## config.mk

```make
export PLATFORM = sky130hd
export DESIGN_NAME = alu_result_collector
export DESIGN_NICKNAME = d
export VERILOG_FILES = /design/src/rtl/alu_result_collector.sv
export SDC_FILE = /design/constraint.sdc
export NUM_CORES = 1
export LEC_CHECK = 0
export CELL_PAD_IN_SITES_DETAIL_PLACEMENT = 0
export CELL_PAD_IN_SITES_GLOBAL_PLACEMENT = 2
export CORE_MARGIN = 2
export CORE_UTILIZATION = 40
export CTS_CLUSTER_SIZE = 12
export DETAILED_ROUTE_END_ITERATION = 6
export PLACE_DENSITY = 0.81
export SYNTH_ARGS = -nofsm -noshare
export SYNTH_HDL_FRONTEND = slang
export SYNTH_SLANG_ARGS = --single-unit
```

## constraint.sdc

```tcl
create_clock -name clk -period 2 [get_ports clk]
set_clock_uncertainty 0.05 [all_clocks]
set_input_delay 0.3 -clock clk [delete_from_list [all_inputs] [get_ports clk]]
set_output_delay 0.3 -clock clk [all_outputs]
set_load 0.005 [all_outputs]
```

## src/rtl/alu_result_collector.sv

```systemverilog
// ALU result collector: tracks ALU issues, captures results one cycle later, queues them.
// Optional RESULT_STATS_EN adds saturating push/drop counters.
module alu_result_collector #(
   parameter int DATA_WIDTH = 4,
   parameter int DEPTH      = 4
`ifdef RESULT_STATS_EN
   ,parameter int CNT_WIDTH = 8
`endif
) (
   input  logic                       clk,
   input  logic                       rst,
   input  logic                       issue_en,
   input  logic                       issue_control,
   input  logic [DATA_WIDTH:0]        alu_y,
   output logic                       issue_ready,
   output logic                       out_valid,
   input  logic                       out_ready,
   output logic [DATA_WIDTH-1:0]      out_data,
   output logic                       out_flag,
   output logic                       out_op,
   output logic [$clog2(DEPTH):0]     count
`ifdef RESULT_STATS_EN
   ,output logic [CNT_WIDTH-1:0]      stat_pushed
   ,output logic [CNT_WIDTH-1:0]      stat_dropped
`endif
);

   localparam int AW = $clog2(DEPTH);
   localparam int CW = AW + 1;
   localparam int EW = DATA_WIDTH + 2;

   logic            r_pend_v;
   logic            r_pend_op;
   logic [AW-1:0]   r_wptr;
   logic [AW-1:0]   r_rptr;
   logic [CW-1:0]   r_count;
   logic [EW-1:0]   r_mem [DEPTH];
   logic [EW-1:0]   r_hold;

   logic [CW:0]     w_occ;
   logic            w_accept;
   logic            w_push;
   logic            w_pop;
   logic            w_valid;
   logic [EW-1:0]   w_head;

   // Occupancy counts the in-flight result so a slot is reserved at issue time
   assign w_occ       = {1'b0, r_count} + {{CW{1'b0}}, r_pend_v};
   assign issue_ready = w_occ < (CW+1)'(DEPTH);
   assign w_accept    = issue_en & issue_ready;
   assign w_push      = r_pend_v;
   assign w_valid     = r_count != '0;
   assign w_pop       = w_valid & out_ready;
   assign w_head      = r_mem[r_rptr];

   assign out_valid = w_valid;
   assign count     = r_count;
   assign out_op    = w_valid ? w_head[EW-1]           : r_hold[EW-1];
   assign out_flag  = w_valid ? w_head[DATA_WIDTH]     : r_hold[DATA_WIDTH];
   assign out_data  = w_valid ? w_head[DATA_WIDTH-1:0] : r_hold[DATA_WIDTH-1:0];

   always_ff @(posedge clk or posedge rst) begin
      if (rst) begin
         r_pend_v  <= 1'b0;
         r_pend_op <= 1'b0;
         r_wptr    <= '0;
         r_rptr    <= '0;
         r_count   <= '0;
         r_hold    <= '0;
      end else begin
         r_pend_v <= w_accept;
         if (w_accept)
            r_pend_op <= issue_control;
         if (w_push)
            r_wptr <= r_wptr + 1'b1;
         if (w_pop) begin
            r_rptr <= r_rptr + 1'b1;
            r_hold <= w_head;
         end
         unique case ({w_push, w_pop})
            2'b10:   r_count <= r_count + 1'b1;
            2'b01:   r_count <= r_count - 1'b1;
            default: r_count <= r_count;
         endcase
      end
   end

   always_ff @(posedge clk) begin
      if (w_push)
         r_mem[r_wptr] <= {r_pend_op, alu_y};
   end

   a_no_full_push: assert property (@(posedge clk) disable iff (rst)
      !(w_push && r_count == CW'(DEPTH)));

`ifdef RESULT_STATS_EN
   logic [CNT_WIDTH-1:0] r_stat_pushed;
   logic [CNT_WIDTH-1:0] r_stat_dropped;

   always_ff @(posedge clk or posedge rst) begin
      if (rst) begin
         r_stat_pushed  <= '0;
         r_stat_dropped <= '0;
      end else begin
         if (w_push && r_stat_pushed != '1)
            r_stat_pushed <= r_stat_pushed + 1'b1;
         if (issue_en && !issue_ready && r_stat_dropped != '1)
            r_stat_dropped <= r_stat_dropped + 1'b1;
      end
   end

   assign stat_pushed  = r_stat_pushed;
   assign stat_dropped = r_stat_dropped;
`endif

endmodule
```

==> key figures <==
Outcome
  – Status: finished, violations left
  – Failing checks: negative setup slack

Route
  – Router iterations before antenna repair: 4
  – Total number of vias: roughly 870
  – Post-DRT Antenna Nets: 0
  – Post-Route WL: roughly 2.6 mm
  – Avg WL per Cell: around 14 um
  – DRC: 0
  – Vias/cell: between 4 and 5
  – Initial DRC Count: 35

Synthesis
  – Seq cells post-synth: 39
  – Primary FF master, synth: edfxtp_1
  – Post-synthesis sequential area ratio: between 60% and 70%
  – Area leader, netlist: edfxtp_1
  – Post-synthesis simple-gate area fraction: 2.950%
  – Post-synth top area share: between 40 and 50%
  – Cells after Synth: 95
  – Number of enable flip-flop cells after synthesis: 24
  – FFs w/ async S/R, synth: about two fifths
  – Mean post-synth cell area: approximately 17 um2
  – Most instantiated cells after synthesis: edfxtp_1 (24), dfrtp_1 (15), mux2_2 (13), inv_1 (7), mux4_2 (6)
  – Distinct cells, synth: 20
  – Xor/xnor share of the synthesized area: between 3 and 4%
  – Syn nets: ~110
  – Synth Cell Area: ~1700 um2
  – Mux contribution to synthesized area: between 10% and 20%
  – Synth Area in Compound Gates: under 10%
  – Yosys Warn Count: 0
  – Post-synthesis adder-cell area fraction: 4.992%
  – Synth top area cells: edfxtp_1 (44%), dfrtp_1 (23%), mux2_2 (8.9%)
  – Most frequent cell after synthesis: edfxtp_1
  – Main combinational cell family by area after synthesis: multiplexers

Placement
  – Number of buffers added on ports: 20
  – Hpwl dp: 1.828 mm
  – Pre-CTS WS: -0.09394 ns
  – Post-Place Cells: about 170
  – Routability congestion estimate: between 0.6 and 0.7

Final layout
  – Antenna cell count: 0
  – Finished Layout Cells: ~180
  – Footprint of the multi-input gates: about 530 um2
  – Register area: 1096 um2
  – Share of post-route cells with drive strength above 1: a little under two fifths
  – P&R area growth vs syn: 30.64%
  – NumNets Final: 147
  – Fillcell total: between 300 and 400

Clocking
  – Root Buffer: clkbuf_8
  – Worst-Skew Late Latency: slightly below 0.3 ns
  – Sinks on Clock Net: 39
  – Number of hold buffers added after cts: 0
  – Total CTS buffers: 5
  – CTS H-tree depth: 2
  – Clk slew on worst S/H paths: around 0.08 ns
  – TritonCTS clock tree: built
  – Clock Path Buffers: 2

Setup path
  – Req. time, crit path: around 1.7 ns
  – Reg2Reg Capture Point: count[2]$_DFFE_PP0P_
  – Reg2reg path depth: 8
  – CP endpoint kind: primary output
  – Crit-path max FO: 4
  – Reg2reg start: count[1]$_DFFE_PP0P_
  – Signal arrival time at the worst endpoint: ~1.8 ns
  – R2R setup slack: around 0.16 ns
  – Startpoint types: flop
  – Setup Crit Path Kind: flop to primary output

GRT
  – Total track usage: around an eighth
  – Initial antenna violation count: 0
  – Vias in the first global route: about 880
  – Remaining Overflow, GRT: 0
  – Largest net degree at the start of global routing: 16
  – Global-route wire length before repair: 4.250 mm

Floorplan
  – # IOs: 21
  – Die H: about 68 um
  – Core Footprint: 4000 um2
  – DIE AREA: roughly 4700 um2
  – Die W: 68.31 um
  – FP Rows: 23
  – Starting density of the core: between 40% and 50%

Pwr
  – Tot Pwr: between 3 and 4 mW
  – Static leakage: a little under 0.9 nW
  – P per Cell Area: roughly 1600 nW/um2
  – VDD IR max: 0.8016 mV

STA
  – Worst setup slack after layout: -0.1620 ns
  – Slew margin rel.: roughly three fifths
  – Pins Over Slew Limit: 0
  – Fin crit period: between 2 and 2.5 ns
  – Final period util: 108.1%
  – Final Setup Violations: 6
  – RSZ-0062 raised after global routing: true
  – Final Hold Vio Count: 0
  – F_max: roughly 460 MHz
  – WHS: 0.3232 ns
  – Worst-Margin Slew: approximately 0.58 ns

Min path
  – Hold Path Class: input port to async pin

Flow run
  – Max-Cap Viols: 0
placed cells by master (no fill, tap or decap), types with 2 or more instances in the layout:
cell type / Yosys / final
and2_1: 5 / 5
edfxtp_1: 24 / 24
clkdlybuf4s50_1: 0 / 13
mux4_2: 6 / 6
inv_1: 7 / 7
nand2_1: 2 / 2
dfrtp_1: 15 / 15
clkbuf_8: 0 / 5
buf_6: 2 / 10
ha_1: 5 / 5
xnor2_1: 2 / 2
mux2_4: 0 / 6
xor2_1: 4 / 4
mux2_2: 13 / 7
buf_4: 0 / 10
state kept, by name, indices dropped and copies added, names as in the netlist:
register	cells
r_pend_op	1
r_rptr	2
r_pend_v	1
count	3
r_wptr	2
r_hold	6
r_mem	24
logic make-up (layout without fill, tap and decap cells):
group	Yosys count	in the layout
XOR/XNOR	6	6
AND/OR/NAND/NOR	9	9
adder cells (fa/ha/maj)	6	6
multiplexers	20	20
AO/OA/AOI/OAI	3	3
buffers and inverters	12	49
flip-flops	39	39
power breakdown:
group,switching (mW),internal [mW]
combinational,0.518,0.935
clock,0.271,0.378
sequential,0.153,1.10
total,0.942,2.42
critical path, stage by stage, from the launching register on:
cell and delay [ns]:
dfrtp_1 0.39, buf_6 0.13, buf_6 0.09, mux4_2 0.51, mux2_4 0.28, buf_6 0.11
per-stage QoR:
stage	setup TNS, ns	util [%]	cell area [um2]
after CTS	-0.7501	53.11	2125
after global placement	-0.3237	48.33	1933
final	-0.7815	54.02	2161
after global routing	-1.171	54.02	2161
after detailed placement	-0.4742	48.33	1933
after floorplan	0	-	1654
repair_timing:
item	4_1_cts	5_1_grt
pin swaps	0	1
endpoints found under the hold margin	0	0
resized for setup	38	4
setup endpoints to repair	7	8
buffers inserted	5	2
routing by layer:
metal,global-route usage [%],part of all wire [%],vias up
met1,16.97,41,431
met3,3.947,4.2,4
met2,20.75,53,17
li1,-,-,414
met4,6.750,1.3,0
met5,0,0,-
layout make-up:
type	instances	share of cell area (%)
Clock inverter	3	2.200
Multi-Input combinational cell	44	24.49
Timing Repair Buffer	34	15.29
Sequential cell	39	50.72
Clock buffer	5	3.185
Tap cell	50	2.895
Inverter	7	1.216
worst max-delay path by stage:
stage	endpoint	depth (start not counted)	start
final	out_flag	5	r_rptr[0]$_DFFE_PP0P_
after global routing	out_flag	5	r_rptr[0]$_DFFE_PP0P_
after CTS	out_data[3]	5	r_rptr[0]$_DFFE_PP0P_
after detailed placement	count[2]$_DFFE_PP0P_	8	out_ready
after global placement	out_data[2]	4	r_rptr[0]$_DFFE_PP0P_
after floorplan	count[2]$_DFFE_PP0P_	8	count[0]$_DFFE_PP0P_
Note: power is estimated with default switching activity, not from simulation.
